**src/rtl/modport_fifo.sv**
```systemverilog
// Single-clock show-ahead FIFO with wrap-bit binary pointers.
// The flags are registered from the next-state pointers, so they are valid right after each clock edge.
module modport_fifo #(
  parameter int DSIZE = 8,
  parameter int ASIZE = 4
) (
  input  logic             wclk,
  input  logic             wrst_n,
  input  logic [DSIZE-1:0] wdata,
  input  logic             winc,
  output logic             wfull,
  input  logic             rinc,
  output logic [DSIZE-1:0] rdata,
  output logic             rempty
);

  logic [DSIZE-1:0] mem [2**ASIZE];

  logic [ASIZE:0] wptr_reg, wptr_next;
  logic [ASIZE:0] rptr_reg, rptr_next;
  logic           wfull_reg, wfull_next;
  logic           rempty_reg, rempty_next;
  logic           write_en, read_en;

  // Gating on the registered flags drops the write when the FIFO is full and drops the read when it is empty.
  assign write_en = winc & ~wfull_reg;
  assign read_en  = rinc & ~rempty_reg;

  always_comb begin
    wptr_next   = wptr_reg;
    rptr_next   = rptr_reg;
    if (write_en) wptr_next = wptr_reg + 1'b1;
    if (read_en)  rptr_next = rptr_reg + 1'b1;
    rempty_next = (wptr_next == rptr_next);
    wfull_next  = (wptr_next[ASIZE] != rptr_next[ASIZE]) &&
                  (wptr_next[ASIZE-1:0] == rptr_next[ASIZE-1:0]);
  end

  always_ff @(posedge wclk or negedge wrst_n) begin
    if (!wrst_n) begin
      wptr_reg   <= '0;
      rptr_reg   <= '0;
      wfull_reg  <= 1'b0;
      rempty_reg <= 1'b1;
    end else begin
      wptr_reg   <= wptr_next;
      rptr_reg   <= rptr_next;
      wfull_reg  <= wfull_next;
      rempty_reg <= rempty_next;
    end
  end

  // The storage array is not reset; after a reset, stale words cannot be reached through the pointers.
  always_ff @(posedge wclk) begin
    if (write_en) mem[wptr_reg[ASIZE-1:0]] <= wdata;
  end

  assign rdata  = mem[rptr_reg[ASIZE-1:0]];
  assign wfull  = wfull_reg;
  assign rempty = rempty_reg;

endmodule

```
**config.mk**
```make
export PLATFORM = sky130hd
export DESIGN_NAME = modport_fifo
export DESIGN_NICKNAME = d
export VERILOG_FILES = /design/src/rtl/modport_fifo.sv
export SDC_FILE = /design/constraint.sdc
export NUM_CORES = 1
export LEC_CHECK = 0
export CAP_MARGIN = 10
export CELL_PAD_IN_SITES_DETAIL_PLACEMENT = 1
export CELL_PAD_IN_SITES_GLOBAL_PLACEMENT = 2
export CORE_UTILIZATION = 25
export CTS_BUF_LIST = sky130_fd_sc_hd__clkbuf_4
export DETAILED_ROUTE_END_ITERATION = 10
export HOLD_SLACK_MARGIN = 0.06
export PLACE_DENSITY_LB_ADDON = 0.15
export SYNTH_ARGS = -nofsm -noshare
export SYNTH_HDL_FRONTEND = slang
export SYNTH_SLANG_ARGS = --single-unit
export TNS_END_PERCENT = 50
```
**constraint.sdc**
```tcl
create_clock -name wclk -period 2.71 [get_ports wclk]
set_clock_uncertainty 0.2 [all_clocks]
set_input_delay 0.271 -clock wclk [delete_from_list [all_inputs] [get_ports wclk]]
set_output_delay 0.271 -clock wclk [all_outputs]
set_load 0.03 [all_outputs]
```
== Word level (Yosys, flattened, before mapping) ==
Memories as Yosys holds them, arrays and structs flattened.
Cells that the tools add are included.

* Register bits after elaboration: 12
* Memory bits (writable): 128
* Input port bits: 12
* Output and inout port bits: 10
* Memories kept: 1

* Add/subtract/negate cells: 2
* Eq/ne operators: 3
* Mux-type cells: 4
* Bitwise logic cells: 4
* Reduce and logical (&&, ||, !) cells: 1

{| class="wikitable"
|+ Memories
! name !! words !! width !! rd ports !! clocked after Yosys merged registers in !! wr ports !! RTL line !! text
|-
| mem || 16 || 8 || 1 || 0 || 1 || 17 || <nowiki>logic [DSIZE-1:0] mem [2**ASIZE];</nowiki>
|}

{| class="wikitable"
|+ Operators with widths
! cell !! number
|-
| $add 5x1->5 const B || 2
|-
| $mux 5 || 2
|-
| $eq 5x5->1 || 1
|-
| $eq 4x4->1 || 1
|-
| $and 1x1->1 || 2
|-
| $mux 1 || 2
|-
| $not 1->1 || 2
|-
| $logic_and 1x1->1 || 1
|-
| $ne 1x1->1 || 1
|}

== Longest topological paths before layout ==
Gate-level depths: netlist of run 1.

* Depth in word-level cells: 5
* Gate-level depth with buffers: 6

== Least setup slack after synthesis of run 1 ==
No wires, ideal clock.

* Path kind: flip-flop to output port
* Start point: register rptr_reg[0]
* End point: output rdata[1]
* Data arrival time: 1.718 ns
* Setup slack: 0.521 ns
* Cell stages (with the launch flop): 6
* Buffers on the path: 2
* Cells stage by stage: dfrtp_1 > buf_2 > buf_2 > mux4_2 > a22oi_1 > nand2_1

* Cells in the longest elaborated chain, start to end: 1

{| class="wikitable"
|+ RTL lines
! item !! RTL line !! text
|-
| start: declaration || 20 || <nowiki>logic [ASIZE:0] rptr_reg, rptr_next;</nowiki>
|-
| start signal: assignment || 47 || <nowiki>rptr_reg <= rptr_next;</nowiki>
|-
| $mem_v2 16x8 || -- ||
|-
| end: declaration || 13 || <nowiki>output logic [DSIZE-1:0] rdata,</nowiki>
|}

Every way passes these cells.

== Final worst setup path of run 1 ==
* Start point: register rptr_reg[0]
* End point: output rdata[7]

The elaborated chain is that of the path after synthesis.

==> run metrics, run 1 <==
fin crit share 100%; DR DRC count 0; CTS tree yes; layout cells sized above 1 a little under two fifths; #FFs+latches synth 140; Slew @ Worst Pin 0.665 ns; top cell type by total area after synthesis edfxtp_1; initial core utilization 25.8%; Fmax 0.368 GHz; DR pass1 iterations 4; maximum fanout along the worst path 5; height of the die 150 µm; final net count 349; Area contributors post-synth edfxtp_1 70%, mux4_2 13%, dfrtp_1 5.0%, a22oi_1 2.2%, ha_1 1.1%; CP cell instances buf_12, buf_12, buf_4, mux4_2, a22oi_2, nand2_1, buf_6; antenna violations before repair 0; failing checks negative setup slack; Clock Tree Buf Depth 2; Startpoint Class flop; H-tree depth 4; total power 7.46 mW; sequential share of the synthesized area 75.4%; Post-Layout Cell Count about 620; CTS Root Cell clkbuf_4; critical path type reg -> out; Lkg Pwr 2.23 nW; status complete, but fails checks; Num CTS Buffers 17; initial DRC count 149; Final Util 31.7%; final worst slack -0.00462 ns; Fillers 2135; R2R depth 7; number of enable-type register cells in the synthesized netlist 128; multi-input combinational cell area 1350 µm²; Hold/Removal Path Class in -> reg; most frequent cell after synthesis edfxtp_1; DP HPWL 8490 µm; number of max-cap violations 0; pin count of the biggest net entering global routing 19; clock latency on the worst-skew pair approximately 0.53 ns; I/O Pins 22; synth unique cells 27; number of diodes 0; pre-CTS WS 0.192 ns; worst path arrival time ~2.2 ns; GRT Util Overall between 10% and 20%; CP delay by family, top buffers and inverters; slowest CP cell dfrtp_2; endpoints failing hold 0; RSZ-0062 raised after global routing true; Max transition margin 55.5%; total congestion overflow 0; post-synth top area share 70.0%; Die Width about 150 µm; Mapped Cells 270; CP bufs+invs 4; slowest stage delay, CP 0.46 ns; Cell Pwr Density 1100 nW/µm²; Synthesis Warnings 0; cell area after synthesis 5490 µm²; worst hold stages 3; Worst Path Required 2.24 ns; CP Depth 7; vias in the first global route 3085; vias approximately 2700; core area 21300 µm²; WL/cell ~22 µm; post-layout min period 2.71 ns; max reg flops 128; Final ANT Viol Nets 0; FFs w/ async S/R, synth 8.57%; final setup vio count 1; synth cell count leaders 128 x edfxtp_1, 32 x mux4_2, 16 x a22oi_1; crit-path most repeated cell buf_12; fin. max-slew vios 0; # rows 53; Setup TNS -0.00462 ns; IO Port Bufs 21; Syn Area/Cell slightly above 20 µm²; Layout area overhead 23.0%; Critical Path End Type output port; Seq. cell area 4150 µm²; Sink Count 140; Synthesized Nets 287; die area 22600 µm²; detailed-route wire length 13400 µm; routed vias/inst 4.39; Reg clk slew, reported paths 0.12 ns; Placed Cells 580; VDD IR max around 0.50 mV; Placer Congestion 0.677; first-pass GRT wire length 20100 µm; top_reg_cell synth edfxtp_1
-- worst reg2reg max path, cell delays in order (launching register included) --
cell,delay (ns)
dfrtp_2,0.46
buf_6,0.14
buf_16,0.15
ha_1,0.29
mux2_2,0.29
xor2_1,0.14
or3_1,0.33
nor3_1,0.20
-- metal layers --
metal	share of wire (%)	track usage, %	vias to the layer above
met3	2.5	3.55	6
met5	0	0	-
met2	49	20.7	37
met4	0.86	3.79	0
li1	-	-	1210
met1	47	17.4	1462
-- power breakdown --
| group | internal, mW | switching (mW) |
|---|---|---|
| sequential | 2.66 | 0.164 |
| clock | 0.852 | 0.752 |
| combinational | 1.41 | 1.62 |
| total | 4.93 | 2.53 |
-- worst paths after layout --
path                          endpoint  slack, ns   startpoint
hold reg to reg            rptr_reg[4]       0.29  rptr_reg[4]
hold / removal             rptr_reg[2]       0.20         rinc
setup reg to reg                 wfull       0.43  rptr_reg[0]
max in group asynchronous  rptr_reg[0]       1.38       wrst_n
min in group asynchronous  rptr_reg[0]       0.48       wrst_n
setup / recovery              rdata[7]     -0.005  rptr_reg[0]
-- cell families after synthesis --
group           share of synthesized area (%)
flops                                    75.4
simple gates                             4.05
mux                                      13.6
compound gates                           2.19
buf+inv                                  1.50
xor+xnor                                 2.07
fa+ha+maj                                1.14
-- cells in the final DEF, fill, tap and decap left out, drive strengths merged --
cell type	instances
edfxtp	128
buf	42
mux4	32
clkbuf	21
a22oi	16
nor2	15
clkdlybuf4s50	13
nand2	12
dfrtp	11
xor2	7
xnor2	6
nor3	5
ha	5
bufinv	5
nand2b	3
nor2b	3
inv	3
clkinv	3
nand3b	2
nand3	2
clkinvlp	2
mux2	2
and2	1
nand4	1
or3	1
nor3b	1
dlygate4sd3	1
dfstp	1
-- cell type report --
type / count / area share [%]
sequential: 140 / 61.4
multi-input combinational: 114 / 19.9
timing repair buffer: 57 / 8.41
tap: 275 / 5.09
clock inverter: 11 / 2.85
clock buffer: 20 / 2.22
inverter: 2 / 0.111
-- metrics by stage --
step | hold slack, ns | instance area [µm²]
floorplan | -0.225 | 5490
global placement | 0.265 | 6210
detailed placement | 0.267 | 6210
CTS | 0.134 | 6670
global route | 0.188 | 6760
finish | 0.201 | 6760
-- timing repair --
item	in CTS	in global routing
setup buffers	2	3
endpoints found under the setup margin	8	8
pin swaps	4	6
resized for setup	28	12
cloned	1	1
hold buffers	1	0
endpoints found under the hold margin	11	0
(Power assumes the default switching activity.)
==> inputs of run 2 (changes only) <==
Settings changed: DONT_BUFFER_PORTS set to 1, MAX_ROUTING_LAYER set to met4.
==> run 2 against run 1 <==
Against the previous run:
- the run still ends with negative setup slack left
- utilization down 0.93 points
- total power fell by 7.0%
- critical path depth fell by 2
- design area shrank 2.9%
- via count is 2.6% lower
- count of clock-buffer cells in the layout shrank 3
- register-to-register slack got worse by 0.21 ns
- critical endpoint is now rdata[0]
- highest routed layer unchanged
==> run metrics, run 2 (synthesis results as in run 1) <==
Comb pwr share ~40%; max reg flops 128; height of the die 150 µm; routed vias/inst 4.35; H-tree depth 4; commonest non-fill, non-tap cell in the layout edfxtp_1; # rows 53; R2R depth 8; post-layout min period roughly 2.7 ns; initial core utilization ~26%; WL/cell between 20 and 25 µm; fin. max-slew vios 0; worst hold stages 1; Critical Path End Type output port; Layout area overhead 19.4%; Fmax ~0.37 GHz; maximum fanout along the worst path 14; IO Port Bufs 0; total congestion overflow 0; Die Width 150 µm; CTS tree yes; clock latency on the worst-skew pair about 0.55 ns; Hold/Removal Path Class reg -> reg; Clock Tree Buf Depth 2; Max transition margin 56.7%; VDD IR max 0.464 mV; Final ANT Viol Nets 0; Reg2Reg Setup Slack 0.22 ns; Post-Layout Cell Count 608; antenna violations before repair 1; Reg clk slew, reported paths 0.13 ns; most frequent cells in the layout 128 x edfxtp_1, 32 x mux4_2, 19 x buf_4, 17 x clkbuf_4, 15 x nor2_1; critical path type reg -> out; CTS Root Cell clkbuf_4; die area approximately 23000 µm²; Seq. cell area ~4100 µm²; Placed Cells 558; detailed-route wire length 12900 µm; endpoints failing hold 0; fin crit share 100%; number of max-cap violations 0; failing checks negative setup slack; final worst slack -0.00679 ns; Num CTS Buffers 17; total power 6.94 mW; core area 21300 µm²; first-pass GRT wire length 19500 µm; clock power share between 10% and 20%; Slew @ Worst Pin 0.648 ns; DR DRC count 0; Placer Congestion 0.677; Sink Count 140; multi-input combinational cell area 1330 µm²; pin count of the biggest net entering global routing 34; status complete, but fails checks; Sw Share between 30 and 40%; final setup vio count 1; Lkg Pwr 2.12 nW; vias in the first global route 2997; initial DRC count ~130; final net count between 300 and 400; I/O Pins 22; RSZ-0062 raised after global routing true; GRT Util Overall 13.1%; vias 2645; Net Sw Power 2.53 mW; Sequential Power Share about two fifths; DP HPWL around 8100 µm; DR pass1 iterations 4; Fillers 2128; worst path arrival time 2.25 ns; Placed Area 5990 µm²; Cell Pwr Density 1060 nW/µm²; layout cells sized above 1 34.1%; internal power about 4.4 mW; post-layout instance area 6560 µm²; Worst Path Required 2.24 ns; Startpoint Class flop
-- run 2: cell types whose count changed in the layout (fill, tap and decap cells not counted), sizes merged --
cell / delta
dlygate4sd3: +11
diode: +2
buf: -11
clkinvlp: +2
clkdlybuf4s50: -13
clkinv: +3
inv: +3
clkbuf: -4
bufinv: -4
-- run 2: repair_timing --
action,4_1_cts,5_1_grt
pin swaps,6,4
resized for setup,19,4
hold endpoints to repair,153,0
buffers inserted,2,0
setup endpoints to repair,8,8
hold buffers,12,0
gates cloned,2,0
-- run 2: per-layer routing --
metal / up-vias / GRT usage (%) / share of wire, %
met5: - / - / 0
met2: 39 / 21.3 / 51
li1: 1190 / - / -
met3: 13 / 3.36 / 3.4
met1: 1403 / 16.1 / 45
met4: 0 / 3.48 / 1.1
-- run 2: worst paths after layout --
path | from | endpoint
max | rptr_reg[0] | rdata[0]
max in group asynchronous | wrst_n | rptr_reg[0]
min | wptr_reg[4] | wptr_reg[4]
max reg2reg | rptr_reg[0] | wfull
min reg2reg | wptr_reg[4] | wptr_reg[4]
min in group asynchronous | wrst_n | wptr_reg[0]
-- run 2: through the flow --
step	TNS (ns)	hold WS, ns	util, %	setup WS [ns]
after global routing	-0.691	0.318	30.8	-0.121
final	-0.00679	0.290	30.8	-0.00679
after floorplan	0	-0.225	-	0.521
after detailed placement	0	-0.224	28.1	0.459
after CTS	-0.370	0.282	30.7	-0.0612
after global placement	0	-0.224	28.1	0.432
-- run 2: area by class of cell --
class                      instances  share of cell area, %
timing repair buffer              43                   6.96
inverter                           2                  0.114
clock inverter                    15                   2.16
multi-input combinational        114                   20.3
clock buffer                      17                   1.95
sequential                       140                   63.2
tap                              275                   5.25
antenna                            2                 0.0763
-- run 2: power groups by stage --
stage          logic, mW  clock network, mW  registers (mW)
4_1_cts             2.84               1.35            2.87
5_1_grt             3.03               1.43            2.90
2_1_floorplan       1.72                  0            2.83
3_3_place_gp        2.49                  0            2.90
3_5_place_dp        2.45                  0            2.91
6_report            2.77               1.30            2.86
-- run 2: worst max-delay path, cell delays in order, from the launching register on --
cell     delay [ns]
dfrtp_2        0.45
buf_12         0.20
mux4_2         0.55
a22oi_2        0.19
nand2_1        0.12
buf_6          0.16
